--- config.mk ---
export PLATFORM = sky130hd
export DESIGN_NAME = fetch_queue
export DESIGN_NICKNAME = d
export VERILOG_FILES = /design/src/rtl/fetch_queue.sv
export SDC_FILE = /design/constraint.sdc
export NUM_CORES = 1
export LEC_CHECK = 0
export ABC_AREA = 1
export BUFFER_PORTS_ARGS = -buffer_cell sky130_fd_sc_hd__buf_2
export CAP_MARGIN = 20
export CELL_PAD_IN_SITES_DETAIL_PLACEMENT = 1
export CELL_PAD_IN_SITES_GLOBAL_PLACEMENT = 1
export CORE_MARGIN = 2
export CORE_UTILIZATION = 48
export CTS_CLUSTER_DIAMETER = 200
export DETAILED_ROUTE_END_ITERATION = 8
export PLACE_DENSITY = 0.85
export SYNTH_ARGS = -nofsm -noshare
export SYNTH_HDL_FRONTEND = slang
export SYNTH_SLANG_ARGS = --single-unit
--- constraint.sdc ---
create_clock -name clock -period 3.95 [get_ports clock]
set_input_delay 0.1975 -clock clock [delete_from_list [all_inputs] [get_ports clock]]
set_output_delay 0.1975 -clock clock [all_outputs]
set_load 0.05 [all_outputs]
--- src/rtl/fetch_queue.sv ---
// Instruction-fetch front end: issues sequential fetch addresses to instruction
// memory, pairs in-order responses with their request PCs, and buffers
// (pc, instruction) pairs in a first-word-fall-through FIFO for decode.
//
// Handshakes: a transfer happens on a rising edge where both valid and ready
// are high; valid never depends on ready on the same channel.
module fetch_queue #(
    parameter int                    DATA_WIDTH = 16,
    parameter int                    ADDR_WIDTH = 16,
    parameter int                    DEPTH      = 4,
    parameter int                    PC_STEP    = 2,
    parameter logic [ADDR_WIDTH-1:0] RESET_PC   = '0
) (
    input  logic                         clock,
    input  logic                         reset,
    input  logic                         redirect,
    input  logic [ADDR_WIDTH-1:0]        redirectPc,
    input  logic                         halt,
    output logic                         imReqValid,
    output logic [ADDR_WIDTH-1:0]        imReqAddr,
    input  logic                         imReqReady,
    input  logic                         imRespValid,
    input  logic [DATA_WIDTH-1:0]        imRespData,
    output logic                         outValid,
    output logic [ADDR_WIDTH-1:0]        outPc,
    output logic [DATA_WIDTH-1:0]        outInstr,
    input  logic                         outReady,
    output logic                         halted,
    output logic [$clog2(DEPTH+1)-1:0]   level
);

    localparam int LW     = $clog2(DEPTH + 1);
    localparam int LW1    = LW + 1;
    localparam int OW     = $clog2(DEPTH);
    // Stale responses after a redirect still hold PC entries while new
    // requests are issued, so the PC FIFO is twice the output depth.
    localparam int PDEPTH = 2 * DEPTH;
    localparam int PW     = $clog2(PDEPTH);
    localparam int DW     = $clog2(PDEPTH + 1);

    localparam logic [0:0] ST_RUN    = 1'b0;
    localparam logic [0:0] ST_HALTED = 1'b1;

    logic [0:0]            state;
    logic [ADDR_WIDTH-1:0] fetch_pc;
    logic [LW-1:0]         inflight;
    logic [DW-1:0]         drop_count;
    logic [LW-1:0]         count;
    logic [OW-1:0]         out_wr;
    logic [OW-1:0]         out_rd;
    logic [PW-1:0]         pc_wr;
    logic [PW-1:0]         pc_rd;

    logic [ADDR_WIDTH-1:0] pc_mem        [PDEPTH];
    logic [ADDR_WIDTH-1:0] out_pc_mem    [DEPTH];
    logic [DATA_WIDTH-1:0] out_instr_mem [DEPTH];

    logic [LW1-1:0] credit_sum;
    logic           req_fire;
    logic           resp_stale;
    logic           resp_live;
    logic           resp_keep;
    logic           pop;

    // Request credit, response classification and output view of the FIFO head.
    always_comb begin
        credit_sum = LW1'(count) + LW1'(inflight);
        imReqValid = (state == ST_RUN) && !redirect && !halt && (credit_sum < LW1'(DEPTH));
        imReqAddr  = fetch_pc;
        req_fire   = imReqValid && imReqReady;
        resp_stale = (drop_count != '0);
        resp_live  = imRespValid && !resp_stale;
        resp_keep  = resp_live && !redirect;
        outValid   = (count != '0);
        pop        = outValid && outReady && !redirect;
        outPc      = outValid ? out_pc_mem[out_rd] : '0;
        outInstr   = outValid ? out_instr_mem[out_rd] : '0;
        halted     = (state == ST_HALTED);
        level      = count;
    end

    // RUN/HALTED state: redirect restarts fetch and beats a same-cycle halt.
    always_ff @(posedge clock) begin
        if (reset) begin
            state <= ST_RUN;
        end else if (redirect) begin
            state <= ST_RUN;
        end else if (halt) begin
            state <= ST_HALTED;
        end
    end

    // Fetch address: jump on redirect, advance by PC_STEP on each accepted request.
    always_ff @(posedge clock) begin
        if (reset) begin
            fetch_pc <= RESET_PC;
        end else if (redirect) begin
            fetch_pc <= redirectPc;
        end else if (req_fire) begin
            fetch_pc <= fetch_pc + ADDR_WIDTH'(PC_STEP);
        end
    end

    // PC FIFO pointers: push per accepted request, pop per response (kept or dropped).
    always_ff @(posedge clock) begin
        if (reset) begin
            pc_wr <= '0;
            pc_rd <= '0;
        end else begin
            if (req_fire) begin
                pc_wr <= pc_wr + PW'(1);
            end
            if (imRespValid) begin
                pc_rd <= pc_rd + PW'(1);
            end
        end
    end

    // PC FIFO storage.
    always_ff @(posedge clock) begin
        if (req_fire) begin
            pc_mem[pc_wr] <= fetch_pc;
        end
    end

    // Outstanding-request bookkeeping; a redirect turns every live request stale.
    always_ff @(posedge clock) begin
        if (reset) begin
            inflight   <= '0;
            drop_count <= '0;
        end else if (redirect) begin
            inflight   <= '0;
            drop_count <= drop_count + DW'(inflight) - DW'(imRespValid);
        end else begin
            inflight <= inflight + LW'(req_fire) - LW'(resp_live);
            if (imRespValid && resp_stale) begin
                drop_count <= drop_count - DW'(1);
            end
        end
    end

    // Output FIFO pointers and occupancy; redirect empties it and ignores any pop.
    always_ff @(posedge clock) begin
        if (reset || redirect) begin
            out_wr <= '0;
            out_rd <= '0;
            count  <= '0;
        end else begin
            if (resp_keep) begin
                out_wr <= out_wr + OW'(1);
            end
            if (pop) begin
                out_rd <= out_rd + OW'(1);
            end
            count <= count + LW'(resp_keep) - LW'(pop);
        end
    end

    // Output FIFO storage: response paired with the PC it was fetched from.
    always_ff @(posedge clock) begin
        if (resp_keep) begin
            out_pc_mem[out_wr]    <= pc_mem[pc_rd];
            out_instr_mem[out_wr] <= imRespData;
        end
    end

endmodule
## After elaboration in Yosys (flattened, before gate mapping)

Memory sizes are Yosys's and may differ from the RTL's. A register that Yosys moved wholly into a read port is not among the register bits.
Cells that the tools add are included.

| storage, ports and cells | value |
|---|---|
| bits in registers | 37 |
| bits in writable memories | 256 |
| bits of input ports | 39 |
| output and inout bits | 54 |
| logic and storage cells | 61 |
| memories | 3 |

| operators by class | value |
|---|---|
| add/sub/neg operators | 13 |
| $lt $le $gt $ge | 1 |
| multiplexer cells | 16 |
| bitwise operators | 1 |
| reduce and logical (&&, ||, !) cells | 18 |

Memories:

| memory | words | width | rd ports | clocked after memory_dff | wr ports | RTL line | RTL |
|---|---|---|---|---|---|---|---|
| pc_mem | 8 | 16 | 1 | 1 | 1 | 54 | `logic [ADDR_WIDTH-1:0] pc_mem [PDEPTH];` |
| out_instr_mem | 4 | 16 | 1 | 1 | 1 | 56 | `logic [DATA_WIDTH-1:0] out_instr_mem [DEPTH];` |
| out_pc_mem | 4 | 16 | 1 | 1 | 1 | 55 | `logic [ADDR_WIDTH-1:0] out_pc_mem [DEPTH];` |

Operator list:

| operator | number |
|---|---|
| two-way mux 16 bit | 4 |
| adder 16 x 2 -> 16 bit, second input constant | 1 |
| logical AND 1 bit | 9 |
| two-way mux 2 bit | 4 |
| two-way mux 4 bit | 2 |
| adder 3 x 1 -> 3 bit | 2 |
| adder 3 x 1 -> 3 bit, second input constant | 2 |
| two-way mux 3 bit | 2 |
| subtractor 3 x 1 -> 3 bit | 2 |
| adder 2 x 1 -> 2 bit, second input constant | 2 |
| adder 3 x 3 -> 4 bit | 1 |
| adder 4 x 3 -> 4 bit | 1 |
| < comparator 4 x 3 -> 1 bit, second input constant | 1 |
| two-way mux 1 bit | 4 |
| nonzero test 2 bit | 2 |
| nonzero test 4 bit | 1 |
| subtractor 4 x 1 -> 4 bit | 1 |
| subtractor 4 x 1 -> 4 bit, second input constant | 1 |
| logical NOT 1 bit | 3 |
| nonzero test 3 bit | 1 |
| OR reduction 2 bit | 1 |
| logical OR 1 bit | 1 |
| inverter 1 bit | 1 |

## Longest topological paths before layout

| depth | value |
|---|---|
| depth after elaboration | 7 |
| depth in mapped cells | 13 |
| gate-level depth less buffers | 12 |

## Worst setup path before layout

OpenSTA, ideal clock, no wires.

| timing path | value |
|---|---|
| kind | reg-to-reg |
| start point | register count[1] (netlist: level[1]) |
| end point | memory pc_mem[2][0] (enable) |
| library setup time | 0.409 ns |
| arrival time | 3.069 ns |
| data required time | 3.541 ns |
| slack | 0.472 ns |
| stages on the path, launching flop included | 8 |
| path buffers | 0 |
| clock period less this slack | 3.478 ns |
| cells stage by stage | dfxtp_1 > ha_1 > nand3_1 > nand2_1 > nor2_4 > nand2_4 > or2_4 > nor3_1 |

| between the ends | value |
|---|---|
| longest elaborated chain between the ends | 6 |

RTL lines:

| what | RTL line | RTL |
|---|---|---|
| start, declared | 48 | `logic [LW-1:0] count;` |
| start signal, assigned | 155 | `count <= count + LW'(resp_keep) - LW'(pop);` |
| adder 3 x 3 -> 4 bit | 67 | `credit_sum = LW1'(count) + LW1'(inflight);` |
| < comparator 4 x 3 -> 1 bit | 68 | `imReqValid = (state == ST_RUN) && !redirect && !halt && (credit_sum < LW1'(DEPTH));` |
| logical AND 1 bit | 68 |  |
| net imReqValid | 19 | `output logic imReqValid,` |
| logical AND 1 bit | 70 | `req_fire = imReqValid && imReqReady;` |
| two-way mux 1 bit | 121 | `if (req_fire) begin` |
| two-way mux 1 bit (not written as such) | 122 | `pc_mem[pc_wr] <= fetch_pc;` |
| end, declared | 54 |  |

The timed path passes the listed nets, and every way through them passes these cells.

==> summary.md <==
The tools report the number of hold violations in the final report as 0. The first detailed-routing pass ran for 6 iterations. TritonCTS built the clock tree. Ranked by total cell area, the synthesized netlist is headed by edfxtp_1, nor2_1, dfxtp_1.

Dividing total power by cell area gives a power density of 501 mW/mm^2. In the global route stage, overall resource usage came out at 24.0%. Relative to the synthesized area, the layout overhead comes to 17.7%.

Dividing the detail-routed wire length by the instance count gives 20.3 microns. The number of distinct library cells after synthesis was 36; the final weighted congestion in routability-driven placement was 0.799. Measured against its own limit, the worst slew margin works out to 32.0%. The logs give 1,100 for the post-synthesis instance total and 0 for the number of maximum-capacitance constraint violations. Static power due to leakage: 5.41 nW. Setup repair after global routing left no endpoint under its margin. Derived from the worst setup path, the maximum achievable clock frequency is 339 MHz. The worst setup path is launched from a register. The average instance in the mapped netlist occupies 11.2 sq um. Along the worst path, the maximum fanout reaches 46. For the number of gates resized after cts, the log shows 0.

No sink is reached through more buffers than the 3 on the longest clock path. For the register area share after synthesis, the log shows 69.0%. The number of vias in the routed layout is 8,694, and the shortest clock period the worst path allows after layout is 2.95 ns. For the post-layout total power, the log shows 7.29 mW.

The run gives 57.6% as the core utilization of the finished layout. The cell occurring most often along the worst timing path is nor2_1. Clock latency on the worst-skew pair, taken at its later pin, is 0.55 ns.

The post-route netlist has 15.1% of its cells at a drive strength greater than 1. The worst path required time was 3.75 ns. The top cell family by delay on the critical path was flip-flops. The via count of the first global-routing pass was 9,337. From bottom edge to top edge, the die measures 164 microns.

After clock tree synthesis, the clock-pin slew on the worst setup and hold paths is 0.07 ns. The tree is rooted in a clkbuf_16. For this run, design rule violations remaining after detail routing come to 0. The logs give 19.8 mm for the post-DP HPWL and 0.0203 ns for the worst hold slack. The final period utilization works out to 74.6%. Largest area contributor in the netlist: edfxtp_1. Global routing finished with a remaining overflow of 0. For the number of placed I/O pins, the log shows 93.

By startpoint and endpoint, the worst setup path is classified as register to output port. The count of port buffers added during placement is 92. The slowest stage of the critical path belongs to the cell dfxtp_2. From left edge to right edge, the die measures 164 microns.

The tools report the initial antenna violation count as 0. The starting density of the core is 48.9%, and the clock sink total is 298. The flip-flop and latch count after synthesis works out to 298. At the pin with the least slew margin, the transition time is 1.02 ns. For the maximum number of pins on one net before global-route repair, the log shows 65. The signal on the critical path passes through buf_4 -> nor2_1 -> nor2_1 -> o21ai_0 -> a21oi_1 -> buf_2. Worst min-delay path startpoint: reset.

The stage delay of the slowest cell on the critical path was 0.93 ns; the site row count was 58. The run gives 50.3 mm as the first-pass GRT wire length. The worst hold path belongs to the class input pin to register. The repair_antennas step left the layout with diodes totalling 0. The initial DRC count was 662.

When the netlist entered floorplanning its net count stood at 1,163. The total clock buffers created by CTS was 31. Combined area of all synthesized cells: 0.0124 sq mm. Across the VDD grid, the largest voltage drop is 327 uV. During synthesis, Yosys emitted a total of 0 warnings. For the final database, setup skew stands at 0.0113 ns. The flow ran to the end, and the final reports show no timing, DRC or antenna violations. The total buffers and inverters traversed by the critical path was 2; the average via count per standard cell was 5.52. Setup violations remaining at the end of the flow were counted as 0. For this block, the routed nets add up to 31.9 mm of wire. The fraction of post-synthesis cell area in the top cell type by area came out at 62.2%. Total count of max-transition violations in the final report: 0. Number of nets with antenna violations after routing: 0.

Adding up every negative setup slack in the final design gives 0 ns. After floorplanning, the core was sized to cover 0.0253 sq mm. STA classifies the critical path endpoint as an output port. The startpoint identified for the worst register-to-register timing path is level[1]. The logs give 1,284 for the number of nets in the layout and 0.0270 sq mm for the die area. The maximum level of the CTS H-tree was 1. Critical path data arrival time: 2.75 ns.
-- path summary, 6_finish.rpt --
check,end,slack [ns],depth (start not counted)
worst max-delay path,outInstr[6],1.00,6
worst min-delay path,imReqAddr[14],0.02,2
worst max register to register,inflight[2],1.23,12
worst min register to register,out_rd[1],0.49,2
-- timing repair --
| action | in CTS | in global routing |
|---|---|---|
| setup buffers | 0 | 0 |
| endpoints found under the hold margin | 77 | 0 |
| hold buffers | 29 | 0 |
-- cell families (layout without fill, tap and decap cells) --
group | after synthesis | after routing | share of synthesized area, %
compound gates | 230 | 230 | 9.78
xor+xnor | 11 | 11 | 0.780
fa+ha+maj | 24 | 24 | 2.61
buf+inv | 112 | 257 | 3.72
flops | 298 | 298 | 69.0
mux | 1 | 1 | 0.0810
simple gates | 424 | 424 | 14.0
-- per-layer routing --
| layer | up-vias | wire length, microns | track usage (%) |
|---|---|---|---|
| met5 | - | 0 | 0 |
| met2 | 246 | 16200 | 42.9 |
| met3 | 52 | 1560 | 3.47 |
| met4 | 0 | 637 | 6.84 |
| met1 | 4325 | 13500 | 30.4 |
| li1 | 4071 | - | - |
-- flip-flops by register name (all words and copies together) (netlist names), 3 cells and up, named ones only --
signal,count
out_pc_mem,64
out_instr_mem,64
pc_wr,3
pc_mem,128
level,3
pc_rd,3
imReqAddr,16
inflight,3
drop_count,4
-- layout make-up --
type,count,area (sq um)
Clock buffer,48,972
Clock inverter,9,76.3
Fill cell,2629,10700
Inverter,58,218
Multi-Input combinational cell,690,3420
Sequential cell,298,8530
Tap cell,330,413
Timing Repair Buffer,142,908
-- worst reg2reg max path: stages, from the launching register on --
cell and delay [ns]:
dfxtp_1 0.47, ha_1 0.28, nand3_1 0.08, nand2_1 0.13, nor2_4 0.15, nand2_4 0.15, ha_1 0.33, inv_1 0.04
ha_1 0.19, fa_1 0.39, xor2_1 0.18, o21ai_0 0.16, a21oi_1 0.06
-- cells in the mapped netlist --
master,n
a21boi_0,4
a21o_1,1
a21oi_1,50
a221oi_1,1
a31oi_1,17
buf_1,7
buf_2,11
buf_6,3
clkbuf_1,31
clkbuf_2,2
clkinv_1,1
dfxtp_1,42
edfxtp_1,256
fa_1,3
ha_1,21
inv_1,55
inv_2,2
mux2i_1,1
nand2_1,67
nand2_2,1
nand2_4,2
nand3_1,36
nand3b_1,1
nand4_1,4
nor2_1,297
nor2_4,1
nor2_8,1
nor3_1,11
nor3_2,1
nor3_4,1
o21ai_0,138
o21ai_1,3
o22ai_1,16
or2_4,1
xnor2_1,2
xor2_1,9
-- report_power, final --
group / switching, mW / internal [mW]
combinational: 0.530 / 0.231
clock: 1.17 / 1.75
sequential: 0.0787 / 3.53
total: 1.78 / 5.51
-- metrics by stage --
| stage | cells | worst slack [ns] | cell area [sq um] |
|---|---|---|---|
| final | 1575 | 1.00 | 14500 |
| after detailed placement | 1489 | 1.27 | 13200 |
| after global routing | 1575 | 0.790 | 14500 |
| after floorplan | 1100 | 0.472 | 12400 |
| after CTS | 1575 | 1.03 | 14500 |
| after global placement | 1489 | 1.38 | 13200 |
-- cells in the final DEF, fill, tap and decap left out, drive strengths merged, types with 2 or more instances in the layout --
master       count
a21boi           4
a21oi           50
a31oi           17
buf            113
clkbuf          48
clkinv           7
dfxtp           42
dlygate4sd3     29
edfxtp         256
fa               3
ha              21
inv             58
nand2           70
nand3           36
nand4            4
nor2           299
nor3            13
o21ai          141
o22ai           16
xnor2            2
xor2             9
Power figures use the tool's default switching activity.
